## src/rtl/i2c_cfg_sequencer.sv

```systemverilog
// i2c_cfg_sequencer
//
// Sole requester of the single-transaction I2C register block that drives the
// HDMI transmitter. After power-up it walks an external configuration table of
// register writes, retrying NACKed writes. When the table is done, it polls
// the transmitter's hot-plug status register at a fixed interval. A new
// hot-plug rising edge, or a restart pulse, re-runs the whole table.
//
// Ports
//   clk            system clock
//   reset          synchronous, active-low
//   restart        one-cycle pulse; new table pass at the next idle point
//   rom_addr       table index (registered)
//   rom_data       {reg_addr, value}, valid 1 clk after rom_addr changes;
//                  reg_addr 8'hFF marks the end of the table
//   i2c_enable     one-cycle transaction request
//   i2c_is_read    1 = read; held for the whole transaction
//   i2c_chip_addr  constant CHIP_ADDR
//   i2c_reg_addr   register address (HPD_REG while a poll is outstanding)
//   i2c_value      write data
//   i2c_done       high while the I2C block is idle
//   i2c_data       read result, valid when i2c_done returns high
//   i2c_ack_error  NACK flag, valid when i2c_done returns high
//   config_done    last table pass completed without error
//   cfg_error      an entry exhausted its retries in the last pass
//   hpd            last successfully polled hot-plug bit
//
// Handshake with the I2C block: i2c_enable is a one-cycle request that is only
// raised when i2c_done is high. i2c_done going low means the request was
// accepted; i2c_done going high again means it finished, and i2c_ack_error /
// i2c_data are sampled on that cycle. Request fields stay constant from the
// enable cycle until completion.
//
// STARTUP_CYCLES and POLL_CYCLES must be at least 1.

module i2c_cfg_sequencer #(
  parameter logic [6:0] CHIP_ADDR      = 7'h39,
  parameter int         TABLE_DEPTH    = 64,
  parameter int         MAX_RETRIES    = 3,
  parameter int         STARTUP_CYCLES = 1000000,
  parameter int         POLL_CYCLES    = 5400000,
  parameter logic [7:0] HPD_REG        = 8'h42,
  localparam int        AW             = (TABLE_DEPTH > 1) ? $clog2(TABLE_DEPTH) : 1
) (
  input  logic          clk,
  input  logic          reset,
  input  logic          restart,
  output logic [AW-1:0] rom_addr,
  input  logic [15:0]   rom_data,
  output logic          i2c_enable,
  output logic          i2c_is_read,
  output logic [6:0]    i2c_chip_addr,
  output logic [7:0]    i2c_reg_addr,
  output logic [7:0]    i2c_value,
  input  logic          i2c_done,
  input  logic [7:0]    i2c_data,
  input  logic          i2c_ack_error,
  output logic          config_done,
  output logic          cfg_error,
  output logic          hpd
);

  typedef enum logic [3:0] {
    S_STARTUP,
    S_FETCH,
    S_FETCH_WAIT,
    S_ISSUE,
    S_WAIT_LOW,
    S_WAIT_HIGH,
    S_CHECK,
    S_POLL_WAIT,
    S_POLL_ISSUE,
    S_POLL_LOW,
    S_POLL_HIGH
  } state_t;

  localparam logic [31:0]   STARTUP_LAST = 32'(STARTUP_CYCLES - 1);
  localparam logic [31:0]   POLL_LAST    = 32'(POLL_CYCLES - 1);
  localparam logic [AW-1:0] LAST_ADDR    = AW'(TABLE_DEPTH - 1);
  localparam logic [7:0]    MAX_TRIES    = 8'(MAX_RETRIES);
  localparam logic [7:0]    END_MARKER   = 8'hFF;

  state_t        state_q, state_d;
  logic [31:0]   cnt_q, cnt_d;
  logic [AW-1:0] rom_addr_q, rom_addr_d;
  logic [7:0]    reg_q, reg_d;
  logic [7:0]    val_q, val_d;
  logic [7:0]    retry_q, retry_d;
  logic          is_read_q, is_read_d;
  logic          ack_err_q, ack_err_d;
  logic          cfg_done_q, cfg_done_d;
  logic          cfg_err_q, cfg_err_d;
  logic          hpd_q, hpd_d;
  logic          pend_q, pend_d;
  logic          start_pass;
  logic          advance;

  // Only the hot-plug bit of the status register matters.
  logic unused_data_bits;
  assign unused_data_bits = ^{i2c_data[7], i2c_data[5:0]};

  always_ff @(posedge clk) begin
    if (!reset) begin
      state_q    <= S_STARTUP;
      cnt_q      <= '0;
      rom_addr_q <= '0;
      reg_q      <= '0;
      val_q      <= '0;
      retry_q    <= '0;
      is_read_q  <= 1'b0;
      ack_err_q  <= 1'b0;
      cfg_done_q <= 1'b0;
      cfg_err_q  <= 1'b0;
      hpd_q      <= 1'b0;
      pend_q     <= 1'b0;
    end else begin
      state_q    <= state_d;
      cnt_q      <= cnt_d;
      rom_addr_q <= rom_addr_d;
      reg_q      <= reg_d;
      val_q      <= val_d;
      retry_q    <= retry_d;
      is_read_q  <= is_read_d;
      ack_err_q  <= ack_err_d;
      cfg_done_q <= cfg_done_d;
      cfg_err_q  <= cfg_err_d;
      hpd_q      <= hpd_d;
      pend_q     <= pend_d;
    end
  end

  always_comb begin
    state_d    = state_q;
    cnt_d      = '0;           // counter only runs in the two waiting states
    rom_addr_d = rom_addr_q;
    reg_d      = reg_q;
    val_d      = val_q;
    retry_d    = retry_q;
    is_read_d  = is_read_q;
    ack_err_d  = ack_err_q;
    cfg_done_d = cfg_done_q;
    cfg_err_d  = cfg_err_q;
    hpd_d      = hpd_q;
    pend_d     = pend_q | restart;  // remembered until the next pass starts
    start_pass = 1'b0;
    advance    = 1'b0;

    case (state_q)
      S_STARTUP: begin
        if (cnt_q == STARTUP_LAST) start_pass = 1'b1;
        else                       cnt_d = cnt_q + 32'd1;
      end

      S_FETCH: state_d = S_FETCH_WAIT;

      S_FETCH_WAIT: begin
        if (rom_data[15:8] == END_MARKER) begin
          cfg_done_d = ~cfg_err_q;
          state_d    = S_POLL_WAIT;
        end else begin
          reg_d     = rom_data[15:8];
          val_d     = rom_data[7:0];
          retry_d   = '0;
          is_read_d = 1'b0;
          state_d   = S_ISSUE;
        end
      end

      S_ISSUE: state_d = S_WAIT_LOW;

      S_WAIT_LOW: if (!i2c_done) state_d = S_WAIT_HIGH;

      S_WAIT_HIGH: begin
        if (i2c_done) begin
          ack_err_d = i2c_ack_error;
          state_d   = S_CHECK;
        end
      end

      S_CHECK: begin
        if (!ack_err_q) begin
          advance = 1'b1;
        end else if ((retry_q + 8'd1) < MAX_TRIES) begin
          retry_d   = retry_q + 8'd1;
          is_read_d = 1'b0;
          state_d   = S_ISSUE;
        end else begin
          retry_d   = retry_q + 8'd1;
          cfg_err_d = 1'b1;
          advance   = 1'b1;
        end
        // The last table slot ends the pass as if an end marker followed,
        // so rom_addr never wraps back to 0 inside a pass.
        if (advance) begin
          if (rom_addr_q == LAST_ADDR) begin
            cfg_done_d = ~cfg_err_d;
            state_d    = S_POLL_WAIT;
          end else begin
            rom_addr_d = rom_addr_q + AW'(1);
            state_d    = S_FETCH;
          end
        end
      end

      S_POLL_WAIT: begin
        if (restart || pend_q) begin
          start_pass = 1'b1;
        end else if (cnt_q == POLL_LAST) begin
          is_read_d = 1'b1;
          state_d   = S_POLL_ISSUE;
        end else begin
          cnt_d = cnt_q + 32'd1;
        end
      end

      S_POLL_ISSUE: state_d = S_POLL_LOW;

      S_POLL_LOW: if (!i2c_done) state_d = S_POLL_HIGH;

      S_POLL_HIGH: begin
        if (i2c_done) begin
          state_d = S_POLL_WAIT;
          if (!i2c_ack_error) begin
            hpd_d = i2c_data[6];
            if (!hpd_q && i2c_data[6]) start_pass = 1'b1;
          end
        end
      end

      default: state_d = S_STARTUP;
    endcase

    if (start_pass) begin
      state_d    = S_FETCH;
      rom_addr_d = '0;
      cfg_done_d = 1'b0;
      cfg_err_d  = 1'b0;
      pend_d     = 1'b0;
    end
  end

  assign rom_addr      = rom_addr_q;
  assign i2c_enable    = (state_q == S_ISSUE) || (state_q == S_POLL_ISSUE);
  assign i2c_is_read   = is_read_q;
  assign i2c_chip_addr = CHIP_ADDR;
  assign i2c_reg_addr  = is_read_q ? HPD_REG : reg_q;
  assign i2c_value     = val_q;
  assign config_done   = cfg_done_q;
  assign cfg_error     = cfg_err_q;
  assign hpd           = hpd_q;

endmodule

```

## config.mk

```make
export PLATFORM = sky130hd
export DESIGN_NAME = i2c_cfg_sequencer
export DESIGN_NICKNAME = d
export VERILOG_FILES = /design/src/rtl/i2c_cfg_sequencer.sv
export SDC_FILE = /design/constraint.sdc
export NUM_CORES = 1
export LEC_CHECK = 0
export CAP_MARGIN = 20
export CORE_UTILIZATION = 40
export DETAILED_ROUTE_END_ITERATION = 12
export PLACE_DENSITY_LB_ADDON = 0.08
export SLEW_MARGIN = 20
export SYNTH_ARGS = -nofsm -noshare
export SYNTH_HDL_FRONTEND = slang
export SYNTH_SLANG_ARGS = --single-unit
```

## constraint.sdc

```tcl
create_clock -name clk -period 4.5 [get_ports clk]
set_input_delay 0.45 -clock clk [delete_from_list [all_inputs] [get_ports clk]]
set_output_delay 0.45 -clock clk [all_outputs]
set_load 0.01 [all_outputs]
```

==> results.toml <==
[run_status]
status = "finished clean"

[pwr]
clkPwrFrac = 0.413
leakagePower_nw = 1.564
swShare = 0.2569
internal_power_mw = 0.8752
ir_drop_mv = 0.1417
p_total_mw = 1.178
seqPwrFrac = 0.546
power_frac_comb = 0.041
switchingPower_mw = 0.3025
power.density_nw_per_um2 = 261.7

[synth]
syn_area_um2 = 3790
syn_avg_cell_area_um2 = 8.275
synth.distinct_cells = 60
async_flop_share = 0
synth_edf_count = 0
yosysWarningCount = 0
ys_seq_elements = 72
synth_flop_cell = "dfxtp_1"
synthesis.instances = 458
yosysSeqAreaShare = 0.3803

[sta]
post-route-period-util = 0.5472
finalSetupTns_ps = 0
fmax_mhz = 406.1
postLayoutSetupSlackWorst_ps = 2038
rsz0062_at_grt = "false"
hold_viol_final = 0
setup_viol = 0
skew_ps = 16.26
relSlewSlack = 0.3401
finalMaxSlewViolations = 0
tightest_slew_ps = 980.8
period_minus_slack_ps = 2462

[setup_path]
worstPathCellList = "nor2b_1 > a22oi_1 > nor2_1 > clkdlybuf4s50_1"
crit_path_start_kind = "flop"
r2r_cells = 6
crit_slowest_cell = "dfxtp_1"
r2r-start = "state_q[2]$_SDFFE_PP0P_"
worstPathArrival_ps = 2010
rr_endpoint = "retry_q[2]$_SDFFE_PN0P_"
end_kind = "output port"
max_stage_delay_ps = 630
r2r_setup_slack_ps = 2080
critPathKind = "reg -> out"
cp_max_fo = 16
required_ps = 4050

[cts]
clk_pin_slew_ps = 80
cts_resized = 0
cts_hold_buf = 0
cts_buffers = 9
cts_tree = "built"
cts.sinks = 72
clk_latency_ps = 360
clk_path_buf_depth = 2
cts-root-buf = "clkbuf_8"
cts_setup_buffers = 0
htree_levels = 3

[placement]
post-place-ws_ps = 1843
io_buffers = 48
dp.cells = 601
gp_congestion = 0.8394
hpwl_um = 5918

[worst_hold_path]
min_path_cells = 2
hp-class = "reg -> reg"
whs_endpoint = "reg_q[7]$_SDFFE_PN0P_"
hp-start = "reg_q[7]$_SDFFE_PN0P_"

[floorplanning]
fp.dieW_um = 99.34
ioPinCount = 63
core_area_um2 = 9196
fp.dieH_um = 99.34
start_util = 0.4121
dieArea_um2 = 9868
rows = 35

[global_route]
grt_pass1_wl_um = 14300
grt-ovfl-total = 0
grt_usage = 0.1802
grt_max_degree = 33
antenna_found_initial = 0
grt_pass1_vias = 3006

[routing]
ant_nets = 0
drc_errors = 0
avgViaCountPerCell = 5.358
totalWireLength_um = 8445
wl_per_cell_um = 13.69
drt_iter0_drc = 131
firstDrtPassIters = 4
vias = 3306

[cells_and_area]
fin_nets = 534
n_antenna_cell = 0
instances_no_fill = 617
area_growth_pct = 18.75
drive_gt1_frac = 0.06522

[run]
maxCapViolCount = 0
-- synthesized netlist by cell type (6+ instances only) --
master    count  share of area
a21oi_1       6         0.0079
nand3_1      24          0.032
nor3_1       14          0.018
buf_4         7          0.014
a21boi_0     21          0.042
nand2_1      61          0.060
and3_1       14          0.023
nand4_1      10          0.017
nor2_1       55          0.054
inv_1         7         0.0069
dfxtp_1      72           0.38
nor2b_1      14          0.023
xnor2_1      12          0.028
xor2_1       20          0.046
clkbuf_1     13          0.013
o21ai_0      15          0.020
-- per-stage QoR --
stage	util	cell area, µm²	hold slack [ps]
2_1_floorplan	-	3809	438.2
3_3_place_gp	0.4690	4313	444.5
3_5_place_dp	0.4690	4313	452.6
4_1_cts	0.4891	4498	465.3
5_1_grt	0.4894	4501	486.0
6_report	0.4894	4501	459.5
-- power by group through the flow --
stage          Sequential (mW)  Clock [mW]  Combinational, mW
3_5_place_dp             0.658           0             0.0488
4_1_cts                  0.643       0.506             0.0489
3_3_place_gp             0.658           0             0.0485
5_1_grt                  0.644       0.533             0.0530
2_1_floorplan            0.657           0             0.0292
6_report                 0.643       0.486             0.0486
-- critical path, delay by kind of cell (launching register included) --
kind	cells	cell delay, ps
buffers and inverters	1	560
DFF	1	630
and+or+nand+nor	2	380
AOI/OAI and AO/OA	1	100
-- cell families after synthesis --
family / Yosys count / share of synthesized area
compound gates: 71 / 0.1354
xor+xnor: 32 / 0.07395
fa+ha+maj: 4 / 0.01321
buf+inv: 32 / 0.04523
flops: 72 / 0.3803
mux: 5 / 0.01321
other cells: 2 / 0.001982
simple gates: 240 / 0.3367
-- worst max path at each step --
| stage | startpoint | endpoint | slack, ps | cells after the start |
|---|---|---|---|---|
| after floorplan | cnt_q[20]$_SDFF_PN0_ | cnt_q[17]$_SDFF_PN0_ | 2490 | 6 |
| after global placement | i2c_done | config_done$_SDFFE_PP0P_ | 1890 | 7 |
| after detailed placement | i2c_done | config_done$_SDFFE_PP0P_ | 1840 | 7 |
| after CTS | state_q[0]$_SDFFE_PN0P_ | i2c_enable | 2040 | 4 |
| after global routing | cnt_q[7]$_SDFF_PN0_ | cnt_q[31]$_SDFF_PN0_ | 1810 | 6 |
| final | state_q[0]$_SDFFE_PN0P_ | i2c_enable | 2040 | 4 |
-- final cells by class --
class                   count  area [µm²]
inverters                   7       26.28
clock inverters             7       61.31
multi-input cells         359        2198
clock buffers               9       123.9
flip-flops and latches     72        1441
repair buffers             52       510.5
well taps                 111       138.9
fillers                   909        4696
-- flip-flops by register name, indices dropped and copies added (netlist names) --
name and flops:
cfg_error 1, i2c_is_read 1, config_done 1, hpd 1
retry_q 8, pend_q 1, state_q 4, rom_addr 6
ack_err_q 1, reg_q 8, cnt_q 32, i2c_value 8
-- layer usage --
metal / track usage / vias up / wire length (µm)
met3: 0.02881 / 10 / 384
met2: 0.2799 / 87 / 3629
met5: 0 / - / 0
met1: 0.2514 / 1522 / 4320
li1: - / 1687 / -
met4: 0.06787 / 0 / 111
-- cells in the final DEF, fill, tap and decap left out, types with 3 or more instances in the layout --
cell / instances
dfxtp_1: 72
nand2_1: 61
nor2_1: 54
clkdlybuf4s50_1: 48
nand3_1: 24
a21boi_0: 21
xor2_1: 20
o21ai_0: 15
nor2b_1: 14
nor3_1: 14
and3_1: 14
xnor2_1: 12
nand4_1: 10
clkbuf_8: 9
inv_1: 7
conb_1: 7
a21oi_1: 6
nor4bb_1: 5
and2_1: 5
mux2i_1: 5
nor4_1: 4
or4_1: 4
nor3b_1: 4
a31oi_1: 4
o31ai_1: 4
ha_1: 4
buf_4: 4
or2_2: 3
or3_1: 3
and4_1: 3
nand2b_1: 3
inv_6: 3
No activity file was read; power rests on OpenSTA's default activity.
